==> src/rtl/muldiv_seq.sv <==
// Iterative multiply/divide sequencer: MUL, SMUL, UMUL and unsigned DIV, one bit per cycle.
// Fixed latency of WIDTH+2 cycles from an accepted start to the done pulse.
`timescale 1ns/1ps
module muldiv_seq #(
    parameter int WIDTH = 32,
    parameter int CNT_W = $clog2(WIDTH + 1)
) (
    input  logic             clk,
    input  logic             reset,
    input  logic             start,
    input  logic [2:0]       ALUControl,
    input  logic [WIDTH-1:0] SrcA,
    input  logic [WIDTH-1:0] SrcB,
    output logic             busy,
    output logic             done,
    output logic [WIDTH-1:0] ResultLo,
    output logic [WIDTH-1:0] ResultHi,
    output logic             DivZero
);

    typedef enum logic [1:0] {IDLE, RUN, FIX, DONE} state_t;

    localparam logic [1:0] OP_MUL  = 2'b00;
    localparam logic [1:0] OP_SMUL = 2'b01;
    localparam logic [1:0] OP_DIV  = 2'b11;
    localparam logic [CNT_W-1:0] LAST_ITER = CNT_W'(WIDTH - 1);

    state_t             state_reg;
    logic [1:0]         op_reg;
    logic               neg_reg;
    logic [WIDTH-1:0]   opa_reg;    // multiplicand, or divisor for DIV
    logic [2*WIDTH-1:0] acc_reg;    // {upper, multiplier} or {remainder, quotient}
    logic [CNT_W-1:0]   cnt_reg;

    logic               accept;
    logic [WIDTH-1:0]   a_mag, b_mag, cap_opa, cap_low;
    logic               cap_neg;
    logic [WIDTH:0]     mul_sum;
    logic [2*WIDTH-1:0] mul_next;
    logic [WIDTH:0]     div_shift;
    logic [WIDTH+1:0]   div_diff;
    logic               div_borrow;
    logic [2*WIDTH-1:0] div_next;
    logic [2*WIDTH-1:0] fix_prod;
    logic [WIDTH-1:0]   fix_lo, fix_hi;
    logic               fix_dz;

    always_comb begin
        accept  = start && ALUControl[2] && (state_reg == IDLE || state_reg == DONE);
        a_mag   = SrcA[WIDTH-1] ? (WIDTH'(0) - SrcA) : SrcA;
        b_mag   = SrcB[WIDTH-1] ? (WIDTH'(0) - SrcB) : SrcB;
        cap_opa = SrcA;
        cap_low = SrcB;
        cap_neg = 1'b0;
        case (ALUControl[1:0])
            OP_SMUL: begin
                cap_opa = a_mag;
                cap_low = b_mag;
                cap_neg = SrcA[WIDTH-1] ^ SrcB[WIDTH-1];
            end
            OP_DIV: begin
                cap_opa = SrcB;
                cap_low = SrcA;
            end
            default: ;
        endcase
    end

    // Shift-add step: the carry out of the upper-half add lands in the MSB after the shift.
    always_comb begin
        mul_sum  = {1'b0, acc_reg[2*WIDTH-1:WIDTH]} + (acc_reg[0] ? {1'b0, opa_reg} : '0);
        mul_next = {mul_sum, acc_reg[WIDTH-1:1]};
    end

    // Restoring step; the partial remainder needs one extra bit after the shift.
    always_comb begin
        div_shift  = {acc_reg[2*WIDTH-1:WIDTH], acc_reg[WIDTH-1]};
        div_diff   = {1'b0, div_shift} - {2'b00, opa_reg};
        div_borrow = div_diff[WIDTH+1];
        div_next   = {(div_borrow ? div_shift[WIDTH-1:0] : div_diff[WIDTH-1:0]),
                      acc_reg[WIDTH-2:0], ~div_borrow};
    end

    always_comb begin
        fix_prod = neg_reg ? ((2*WIDTH)'(0) - acc_reg) : acc_reg;
        fix_lo   = fix_prod[WIDTH-1:0];
        fix_hi   = fix_prod[2*WIDTH-1:WIDTH];
        fix_dz   = 1'b0;
        case (op_reg)
            OP_MUL: fix_hi = '0;
            OP_DIV: begin
                fix_lo = acc_reg[WIDTH-1:0];
                fix_hi = acc_reg[2*WIDTH-1:WIDTH];
                // A zero divisor never borrows, so the remainder already holds the dividend.
                if (opa_reg == '0) begin
                    fix_lo = '1;
                    fix_dz = 1'b1;
                end
            end
            default: ;
        endcase
    end

    always_ff @(posedge clk or posedge reset) begin
        if (reset) begin
            state_reg <= IDLE;
            op_reg    <= '0;
            neg_reg   <= 1'b0;
            opa_reg   <= '0;
            acc_reg   <= '0;
            cnt_reg   <= '0;
            busy      <= 1'b0;
            done      <= 1'b0;
            ResultLo  <= '0;
            ResultHi  <= '0;
            DivZero   <= 1'b0;
        end else begin
            case (state_reg)
                IDLE, DONE: begin
                    done <= 1'b0;
                    if (accept) begin
                        op_reg    <= ALUControl[1:0];
                        neg_reg   <= cap_neg;
                        opa_reg   <= cap_opa;
                        acc_reg   <= {{WIDTH{1'b0}}, cap_low};
                        cnt_reg   <= '0;
                        busy      <= 1'b1;
                        state_reg <= RUN;
                    end else begin
                        state_reg <= IDLE;
                    end
                end
                RUN: begin
                    acc_reg <= (op_reg == OP_DIV) ? div_next : mul_next;
                    cnt_reg <= cnt_reg + CNT_W'(1);
                    if (cnt_reg == LAST_ITER) begin
                        state_reg <= FIX;
                    end
                end
                FIX: begin
                    ResultLo  <= fix_lo;
                    ResultHi  <= fix_hi;
                    DivZero   <= fix_dz;
                    busy      <= 1'b0;
                    done      <= 1'b1;
                    state_reg <= DONE;
                end
                default: state_reg <= IDLE;
            endcase
        end
    end

endmodule

==> config.mk <==
export PLATFORM = sky130hd
export DESIGN_NAME = muldiv_seq
export DESIGN_NICKNAME = d
export VERILOG_FILES = /design/src/rtl/muldiv_seq.sv
export SDC_FILE = /design/constraint.sdc
export NUM_CORES = 1
export LEC_CHECK = 0
export CAP_MARGIN = 30
export CORE_MARGIN = 2
export CORE_UTILIZATION = 50
export CTS_CLUSTER_DIAMETER = 120
export DETAILED_ROUTE_END_ITERATION = 8
export PLACE_DENSITY = 0.74
export SYNTH_ARGS = -nofsm -noshare
export SYNTH_HDL_FRONTEND = slang
export SYNTH_SLANG_ARGS = --single-unit
==> constraint.sdc <==
create_clock -name clk -period 7.4 [get_ports clk]
set_clock_uncertainty 0.15 [all_clocks]
set_input_delay 0.74 -clock clk [delete_from_list [all_inputs] [get_ports clk]]
set_output_delay 0.74 -clock clk [all_outputs]
set_load 0.01 [all_outputs]
## Yosys cells after proc, flatten, opt, wreduce, memory -nomap -nowiden

Index checks and enable logic that the tools add are counted.

| cells by class | value |
|---|---|
| $add $sub $neg | 6 |
| equality and inequality tests | 9 |
| mux-type cells | 24 |
| bitwise operators | 2 |
| reduce and logical (&&, ||, !) cells | 12 |

Operators by type and width:

| cell | number |
|---|---|
| $mux 32 | 6 |
| $mux 64 | 3 |
| $pmux 32 s2 | 3 |
| $pmux 64 s2 | 1 |
| $sub 1x32->32 const A | 2 |
| $sub 1x64->64 const A | 1 |
| $sub 33x32->34 | 1 |
| $add 32x32->33 | 1 |
| $logic_not 32->1 | 1 |
| $pmux 6 s2 | 1 |
| $eq 2x2->1 const B | 4 |
| $add 6x1->6 const B | 1 |
| $eq 6x5->1 const B | 1 |
| $mux 6 | 1 |
| $pmux 2 s3 | 1 |
| $reduce_and 2->1 | 3 |
| $mux 1 | 5 |
| $eq 2x1->1 const B | 2 |
| $logic_not 2->1 | 2 |
| $ne 2x2->1 const B | 2 |
| $pmux 1 s2 | 2 |
| $reduce_bool 2->1 | 2 |
| $logic_and 1x1->1 | 2 |
| $mux 2 | 1 |
| 4 further kinds | 4 |

| word-level totals | value |
|---|---|
| flip-flop bits (word level) | 174 |
| output and inout bits | 67 |
| word-level logic and storage cells | 64 |

## Depth between registers and ports, before layout

Gate-level depths: netlist of the first run.

| logic depth | value |
|---|---|
| word-level depth | 5 |
| gate-level depth with buffers | 14 |
| depth with buffers taken out | 13 |

## Least setup slack after synthesis of the first run

Ideal clock, no wire load.

| timing | value |
|---|---|
| path kind | register to register |
| start | reg acc_reg[0] |
| end | reg acc_reg[62] |
| data arrival time | 3300 ps |
| setup slack | 3829 ps |
| stages on the path, launching flop included | 14 |
| path buffers | 1 |
| clock period less this slack | 3571 ps |
| cells stage by stage | dfrtp_1 -> inv_1 -> clkbuf_1 -> nor2_1 -> ha_1 -> and2_1 -> o21ai_0 -> a2111oi_0 -> nor3_1 -> or3b_2 -> o31ai_1 -> and3_1 -> o31ai_1 -> a32o_1 |

| on the way | value |
|---|---|
| word-level cells in the longest chain between the ends | 4 |

RTL lines:

| item | RTL line | RTL |
|---|---|---|
| start, declared | 32 | `logic [2*WIDTH-1:0] acc_reg;` |
| start signal, assigned | 125 | `acc_reg <= {{WIDTH{1'b0}}, cap_low};` |
| start signal, assigned | 134 | `acc_reg <= (op_reg == OP_DIV) ? div_next : mul_next;` |
| $mux 32 | 71 | `mul_sum = {1'b0, acc_reg[2*WIDTH-1:WIDTH]} + (acc_reg[0] ? {1'b0, opa_reg} : '0);` |
| $add 32x32->33 | 71 |  |
| $mux 64 | 134 |  |
| $pmux 64 s2 | 118 | `case (state_reg)` |

No other way between the ends.
A chain may end at the register's enable or synchronous reset.

## Worst setup path after layout of the first run

Same ends and word-level chain as after synthesis.

==> impl_metrics.csv, run 1 <==
group,metric,value,unit
detailed_routing,routedWlPerCell,21.62,µm
detailed_routing,wirelength,53930,µm
global_routing,overflow,0,
finish,layout_common_cells,"231 x a21oi_1, 215 x nor2_1, 191 x o21ai_0",
setup_path,critPathRequiredTime,7.60,ns
clock_tree,clkTransAtPathRegs,0.09,ns
synthesis,synth_warnings,0,
clock_tree,cts_tree,"yes",
finish,nets,2225,
sta,rsz0062_at_grt,"false",
sta,hold_slack,0.3390,ns
floorplan,core,30510,µm²
setup_path,crit_chain,"inv_1 -> buf_16 -> nor2_1 -> ha_1 -> and2_1 -> o21ai_0 -> a2111oi_0 -> nor3_1 -> or3b_2 -> o31ai_1 -> and3_1 -> o31ai_1 -> a32o_1",
synthesis,synth_edf_count,0,
sta,post-route-min-period,4.018,ns
place,io_buffer_count,136,
setup_path,critPathKind,"reg2reg",
detailed_routing,drtPass1Iterations,6,
clock_tree,post-cts-setup-buffers,0,
outcome,outcome,"complete, no violations",
finish,layout-drive-gt1-share,7.354,%
finish,regArea,4354,µm²
detailed_routing,routed-via-count,16110,
synthesis,synth-compound-area-share,31.26,%
detailed_routing,drtIter0Drc,1628,
global_routing,track_usage,32.84,%
clock_tree,cts_root_buf,"clkbuf_16",
synthesis,syn_nets,2178,
clock_tree,h-tree-depth,4,
setup_path,crit_path_frequent_cell,"o31ai_1",
hold_path,hold_path_class,"reg2reg",
clock_tree,cts_num_sinks,174,
synthesis,syn_area,15460,µm²
sta,timing.fmax,248.9,MHz
synthesis,synthDistinctLibCells,87,
clock_tree,ctsHoldBuffers,0,
synthesis,async_flop_share,100.0,%
sta,finalHoldViolations,0,
clock_tree,cts.path.max_buffers,2,
setup_path,cpMaxStageDelayCell,"or3b_2",
synthesis,synthMuxAreaShare,5.219,%
global_routing,grt_pass1_wl,85420,µm
synthesis,synth_seq_cells,174,
finish,largest_reg_flops,64,
sta,worst_pin_slew,0.9825,ns
sta,finalSetupViolCount,0,
floorplan,dieArea,32350,µm²
clock_tree,cts_inserted_buffers,17,
synthesis,yosys.area_share.simple,20.41,%
sta,period_share,54.30,%
global_routing,antenna_found_initial,4,
clock_tree,clkLatencyLatePin,0.46,ns
setup_path,crit_path_start_kind,"flip-flop",
power_and_ir_drop,ir_drop,0.1981,mV
synthesis,synthFlopType,"dfrtp_1",
synthesis,synth_top_family_by_area,"compound AO/OA/AOI/OAI gates",
floorplan,io_pins,137,
floorplan,start_util,50.68,%
synthesis,synth-xor-area-share,3.512,%
floorplan,die_h,179.9,µm
finish,area_growth,14.47,%
power_and_ir_drop,power_density,264.4,nW/µm²
place,dpl.hpwl,40310,µm
sta,max-slew-margin-rel,34.50,%
clock_tree,cts_resized,0,
synthesis,avgSynthCellArea,7.603,µm²
sta,fin_setup_tns,0,ns
detailed_routing,post-route-drc-count,0,
place,gp_congestion,0.9808,
run,drv_cap,0,
detailed_routing,antenna_left,0,
floorplan,fp-row-count,64,
synthesis,yosysSeqAreaShare,28.16,%
setup_path,path_max_fanout,30,
global_routing,grt_pass1_vias,15160,
global_routing,grt_start_max_net_pins,92,
finish,layout_commonest_cell,"a21oi_1",
synthesis,netlist_instances,2034,
finish,multi_input_area,10320,µm²
setup_path,slowest_delay,0.52,ns
synthesis,synth-adder-area-share,6.085,%
sta,maxSlewViolCount,0,
finish,fill_cells,2802,
detailed_routing,via_per_inst,6.458,
floorplan,die_x,179.9,µm
setup_path,crit_arrival,4.21,ns
power_and_ir_drop,p_leak,7.342,nW
setup_path,end_kind,"flip-flop",
[layout make-up]
type | count | share of cell area, %
Multi-Input combinational cell | 1642 | 58.32
Sequential cell | 174 | 24.60
Timing Repair Buffer | 159 | 8.850
Tap cell | 396 | 2.799
Clock buffer | 17 | 2.403
Inverter | 87 | 1.873
Clock inverter | 15 | 1.096
Antenna cell | 4 | 0.05655
[stage by stage]
step                      instances  util (%)  instance area (µm²)  setup slack, ns  total power (W)
after CTS                      2490     57.98                17690            3.438         0.004637
final                          2494     58.02                17700            3.382         0.004681
after detailed placement       2458     55.95                17070            3.040         0.003681
after global routing           2490     57.98                17690            3.215         0.004994
after floorplan                2034         -                15460            1.793         0.003026
after global placement         2455     55.76                17010            3.067         0.003628
[cells in the mapped netlist, types with 18 or more instances]
cell type | n | area share (%)
o21ai_0 | 191 | 6.2
nor2_1 | 215 | 5.2
inv_1 | 84 | 2.0
clkbuf_1 | 106 | 2.6
xnor2_1 | 32 | 1.8
a22oi_1 | 18 | 0.87
o211ai_1 | 26 | 1.3
mux2_2 | 41 | 3.0
ha_1 | 72 | 5.8
mux2i_1 | 33 | 2.1
o31ai_1 | 32 | 1.6
or3_1 | 30 | 1.2
dfrtp_1 | 174 | 28
nor4_1 | 21 | 0.85
nor3_1 | 71 | 2.3
o22ai_1 | 19 | 0.77
nand2_1 | 190 | 4.6
xor2_1 | 30 | 1.7
nand3_1 | 29 | 0.94
buf_1 | 23 | 0.56
a21o_1 | 45 | 2.2
a31oi_1 | 22 | 0.89
a21oi_1 | 231 | 7.5
a211oi_1 | 32 | 1.6
[worst max-delay path, delay by kind of cell, from the launching register on]
| kind | cells | cell delay (ns) |
|---|---|---|
| AOI/OAI and AO/OA | 5 | 1.30 |
| DFF | 1 | 0.45 |
| and+or+nand+nor | 5 | 1.21 |
| adders and majority gates | 1 | 0.37 |
| buffers and inverters | 2 | 0.40 |
[where the power goes]
group          switching (W)  internal, W  total (W)
logic                0.00125     0.000916    0.00217
registers           0.000444      0.00111    0.00155
clock network       0.000468     0.000489   0.000957
[final timing paths]
kind,start,end,slack (ns),depth (start not counted)
worst max-delay path,acc_reg[0],acc_reg[62],3.38,13
worst min-delay path,opa_reg[26],opa_reg[26],0.34,2
worst max register to register,acc_reg[0],acc_reg[62],3.38,13
worst min register to register,opa_reg[26],opa_reg[26],0.34,2
max in group asynchronous,reset,opa_reg[9],5.17,4
min in group asynchronous,reset,ResultHi[29],0.68,2
[metal layers]
layer,up-vias,wire (µm),track usage [%]
li1,7597,-,-
met1,7658,21950,41.64
met2,715,25970,55.92
met3,137,3838,5.389
met4,0,2175,12.94
met5,-,0,0
[logic make-up (layout without fill, tap and decap cells)]
kind of cell             count (synthesis)  after routing
AO/OA/AOI/OAI                          766            766
AND/OR/NAND/NOR                        665            665
buffers and inverters                  218            278
flip-flops                             174            174
multiplexers                            75             75
adder cells (fa/ha/maj)                 74             74
XOR/XNOR                                62             62
other                                    0              4
Note: power is estimated with default switching activity, not from simulation.
==> inputs of run 2 (changes only) <==
==> constraint.sdc (replaced) <==
create_clock -name clk -period 4 [get_ports clk]
set_clock_uncertainty 0.15 [all_clocks]
set_input_delay 0.4 -clock clk [delete_from_list [all_inputs] [get_ports clk]]
set_output_delay 0.4 -clock clk [all_outputs]
set_load 0.01 [all_outputs]
==> impl_metrics.csv, run 2 (synthesis results as in run 1) <==
group,metric,value,unit
outcome,outcome,"complete, no violations",
setup_path,crit_chain,"inv_1 -> buf_12 -> nor2_1 -> ha_1 -> and2_1 -> o21ai_0 -> a2111oi_1 -> nor3_1 -> or3b_2 -> o31ai_1 -> and3_1 -> o31ai_1 -> a32o_1",
sta,period_share,92.51,%
setup_path,end_kind,"flip-flop",
finish,fill_cells,2781,
global_routing,overflow,0,
global_routing,grt_pass1_wl,86730,µm
clock_tree,clkTransAtPathRegs,0.08,ns
global_routing,track_usage,33.63,%
power_and_ir_drop,ir_drop,0.3597,mV
detailed_routing,routed-via-count,16270,
sta,hold_slack,0.3082,ns
setup_path,critPathKind,"reg2reg",
sta,post-route-min-period,3.700,ns
finish,layout_common_cells,"230 x a21oi_1, 215 x nor2_1, 191 x o21ai_0",
detailed_routing,wl_met3,3549,µm
finish,fin_area,18230,µm²
finish,largest_reg_flops,64,
sta,finalSetupViolCount,0,
power_and_ir_drop,power_density,489.6,nW/µm²
detailed_routing,drtPass1Iterations,8,
sta,rsz0062_at_grt,"false",
finish,layout_commonest_cell,"a21oi_1",
finish,layout-drive-gt1-share,10.39,%
setup_path,critPathRequiredTime,4.20,ns
finish,nets,2296,
global_routing,antenna_found_initial,3,
floorplan,die_x,179.9,µm
floorplan,die_h,179.9,µm
floorplan,core,30510,µm²
place,place_area,17620,µm²
setup_path,cpMaxStageDelayCell,"or3b_2",
place,gp_congestion,0.9675,
place,io_buffer_count,136,
detailed_routing,via_per_inst,6.347,
detailed_routing,wirelength_met1,22990,µm
floorplan,fp-row-count,64,
run,drv_cap,0,
clock_tree,h-tree-depth,4,
setup_path,crit_arrival,3.90,ns
detailed_routing,wl_met2,25740,µm
clock_tree,ctsHoldBuffers,0,
hold_path,hold_path_class,"in2async",
setup_path,crit_path_start_kind,"flip-flop",
clock_tree,cts_num_sinks,174,
clock_tree,cts_tree,"yes",
detailed_routing,wirelength,55200,µm
place,dpl.hpwl,42470,µm
sta,finalHoldViolations,0,
detailed_routing,drtIter0Drc,1598,
setup_path,path_max_fanout,32,
detailed_routing,post-route-drc-count,0,
detailed_routing,routedWlPerCell,21.53,µm
setup_path,cp_num_buf_inv,2,
sta,max-slew-margin-rel,38.67,%
power_and_ir_drop,p_leak,7.679,nW
power_and_ir_drop,power,0.008924,W
floorplan,dieArea,32350,µm²
sta,maxSlewViolCount,0,
setup_path,cpLargestDelayFamily,"compound AO/OA/AOI/OAI gates",
clock_tree,cts_inserted_buffers,17,
floorplan,io_pins,137,
clock_tree,cts_root_buf,"clkbuf_16",
floorplan,start_util,50.68,%
clock_tree,cts.path.max_buffers,2,
detailed_routing,highest_layer,"met4",
clock_tree,clkLatencyLatePin,0.46,ns
global_routing,grt_pass1_vias,15380,
setup_path,crit_path_frequent_cell,"o31ai_1",
setup_path,worstRegToRegCells,13,
sta,timing.fmax,270.2,MHz
setup_path,path_depth,13,
detailed_routing,antenna_left,0,
global_routing,grt_start_max_net_pins,69,
sta,fin_setup_tns,0,ns
setup_path,slowest_delay,0.50,ns
finish,area_growth,17.87,%
sta,worst_pin_slew,0.9180,ns
## run 2: per-stage QoR
step,utilization [%],setup slack (ns),instances
after CTS,59.70,0.2713,2561
after global routing,59.72,0.05399,2561
after floorplan,-,0.4287,2034
final,59.74,0.2995,2564
after global placement,57.74,0.2328,2529
after detailed placement,57.74,0.2075,2529
## run 2: per-layer routing
metal / up-vias / track usage (%)
met5: - / 0
met4: 0 / 16.72
met3: 112 / 4.842
met2: 680 / 55.68
met1: 7736 / 43.02
li1: 7745 / -
## run 2: final timing paths
kind / endpoint / from / slack [ns]
worst min-delay path: ResultHi[24] / reset / 0.31
max in group asynchronous: ResultLo[23] / reset / 2.60
worst max register to register: acc_reg[62] / acc_reg[0] / 0.30
worst min register to register: ResultHi[29] / ResultHi[29] / 0.34
min in group clk: ResultHi[29] / ResultHi[29] / 0.34
worst max-delay path: acc_reg[62] / acc_reg[0] / 0.30
## run 2: worst reg2reg max path, cell delays in order (launching register included)
cell	delay [ns]
dfrtp_1	0.41
inv_1	0.11
buf_12	0.20
nor2_1	0.10
ha_1	0.30
and2_1	0.15
o21ai_0	0.10
a2111oi_1	0.43
nor3_1	0.15
or3b_2	0.50
o31ai_1	0.41
and3_1	0.22
o31ai_1	0.09
a32o_1	0.28
## run 2: what timing repair did
action | CTS | global route
buffers inserted | 0 | 0
resized for setup | 0 | 2
setup endpoints to repair | 0 | 2
## run 2: layout make-up
class	instances	area [µm²]	share of cell area (%)
clock buffers	18	429.2	2.354
well taps	396	495.5	2.718
repair buffers	230	2112	11.59
clock inverters	14	170.2	0.9336
flip-flops and latches	174	4354	23.89
diodes	3	7.507	0.04119
multi-input cells	1642	10330	56.67
inverters	87	330.3	1.812
## run 2: where the power goes
part / leakage, nW / switching, W / internal [W]
sequential: 2.27 / 0.000581 / 0.00206
clock: 0.291 / 0.000872 / 0.000844
combinational: 5.12 / 0.00265 / 0.00192
==> inputs of run 3 (changes only) <==
--- a/config.mk
+++ b/config.mk
@@ -6,11 +6,13 @@
 export NUM_CORES = 1
 export LEC_CHECK = 0
 export CAP_MARGIN = 30
+export CELL_PAD_IN_SITES_DETAIL_PLACEMENT = 1
+export CELL_PAD_IN_SITES_GLOBAL_PLACEMENT = 1
 export CORE_MARGIN = 2
-export CORE_UTILIZATION = 50
+export CORE_UTILIZATION = 44
 export CTS_CLUSTER_DIAMETER = 120
 export DETAILED_ROUTE_END_ITERATION = 8
-export PLACE_DENSITY = 0.74
+export PLACE_DENSITY = 0.85
 export SYNTH_ARGS = -nofsm -noshare
 export SYNTH_HDL_FRONTEND = slang
 export SYNTH_SLANG_ARGS = --single-unit
==> impl_metrics.csv, run 3 (synthesis results as in run 1) <==
group,metric,value,unit
setup_path,end_kind,"flip-flop",
setup_path,critPathLaunch,"acc_reg[0]",
finish,layout_common_cells,"231 x a21oi_1, 215 x nor2_1, 191 x o21ai_0",
sta,hold_slack,0.2836,ns
power_and_ir_drop,power,0.009120,W
place,place_ws,0.1256,ns
place,dpl.hpwl,47900,µm
power_and_ir_drop,p_leak,7.674,nW
clock_tree,h-tree-depth,4,
floorplan,io_pins,137,
global_routing,track_usage,34.55,%
finish,nets,2299,
finish,multi_input_area,10320,µm²
clock_tree,cts_resized,0,
clock_tree,clkLatencyLatePin,0.47,ns
detailed_routing,wirelength,62990,µm
finish,fill_cells,4258,
clock_tree,clkTransAtPathRegs,0.08,ns
clock_tree,cts.path.max_buffers,2,
floorplan,die_x,191.5,µm
global_routing,grt_pass1_vias,17350,
global_routing,grt_pass1_wl,98340,µm
clock_tree,cts_tree,"yes",
finish,fin_area,18280,µm²
sta,post-route-min-period,3.795,ns
sta,rsz0062_at_grt,"false",
power_and_ir_drop,ir_drop,0.3846,mV
sta,period_share,94.87,%
setup_path,critPathRequiredTime,4.26,ns
clock_tree,ctsHoldBuffers,0,
floorplan,fp-row-count,68,
detailed_routing,antenna_left,0,
finish,largest_reg_flops,64,
clock_tree,cts_num_sinks,174,
global_routing,antenna_found_initial,4,
sta,finalHoldViolations,0,
floorplan,dieArea,36660,µm²
outcome,outcome,"complete, no violations",
run,drv_cap,0,
sta,finalSetupViolCount,0,
detailed_routing,via_per_inst,6.433,
global_routing,overflow,0,
setup_path,rr_startpoint,"acc_reg[0]",
clock_tree,cts_root_buf,"clkbuf_16",
detailed_routing,drtPass1Iterations,5,
floorplan,start_util,44.77,%
finish,layout-drive-gt1-share,10.52,%
setup_path,r2r_slack,0.21,ns
place,place_area,17690,µm²
floorplan,core,34540,µm²
setup_path,path_max_fanout,6,
finish,layout_commonest_cell,"a21oi_1",
clock_tree,post-cts-setup-buffers,0,
hold_path,hold_path_class,"in2async",
sta,worst_pin_slew,0.8835,ns
detailed_routing,drtIter0Drc,1474,
setup_path,crit_arrival,4.06,ns
finish,regArea,4354,µm²
sta,setup_slack,0.2051,ns
sta,maxSlewViolCount,0,
sta,max-slew-margin-rel,40.96,%
sta,timing.fmax,263.5,MHz
place,gp_congestion,0.9542,
detailed_routing,routedWlPerCell,23.99,µm
detailed_routing,routed-via-count,16890,
floorplan,die_h,191.5,µm
setup_path,critPathKind,"reg2reg",
place,io_buffer_count,136,
clock_tree,cts_inserted_buffers,17,
power_and_ir_drop,power_density,499.0,nW/µm²
global_routing,grt_start_max_net_pins,69,
detailed_routing,post-route-drc-count,0,
finish,area_growth,18.21,%
setup_path,crit_path_start_kind,"flip-flop",
sta,fin_setup_tns,0,ns
run 3: power by group:
group          internal [W]  switching (W)
Sequential          0.00206       0.000638
Clock              0.000830       0.000875
Combinational       0.00193        0.00279
Total               0.00481        0.00431
run 3: final cells by class:
cell class	instances	share of cell area (%)
clock inverters	14	0.8077
clock buffers	18	2.348
inverters	87	1.807
repair buffers	233	11.58
diodes	3	0.04107
flip-flops and latches	174	23.82
multi-input cells	1642	56.48
well taps	455	3.115
run 3: path summary, 6_finish.rpt:
path                       cells past startpoint           end
setup reg to reg                              14   acc_reg[61]
min in group clk                               1  ResultHi[29]
setup / recovery                              14   acc_reg[61]
hold reg to reg                                1  ResultHi[29]
hold / removal                                 2  ResultHi[20]
max in group asynchronous                      3    cnt_reg[3]
run 3: routing by layer:
metal / routed length, µm / GRT usage, %
met1: 25900 / 42.60
met2: 30790 / 59.90
met3: 3297 / 4.645
met4: 2987 / 15.38
met5: 16 / 0
run 3: critical path: stages, from the launching register on:
cell and delay (ns):
dfrtp_1 0.35, buf_4 0.16, and2_1 0.13, ha_1 0.19, inv_1 0.07, fa_1 0.40
nand2b_1 0.22, a21oi_1 0.31, o211ai_1 0.22, a21oi_1 0.32, a32o_1 0.26, o22ai_1 0.14
a311o_1 0.37, a311oi_1 0.28, a211o_1 0.15
run 3: through the flow:
stage / instances / util [%]
global route: 2623 / 52.89
finish: 2626 / 52.92
detailed placement: 2591 / 51.22
floorplan: 2034 / -
CTS: 2623 / 52.89
global placement: 2591 / 51.22
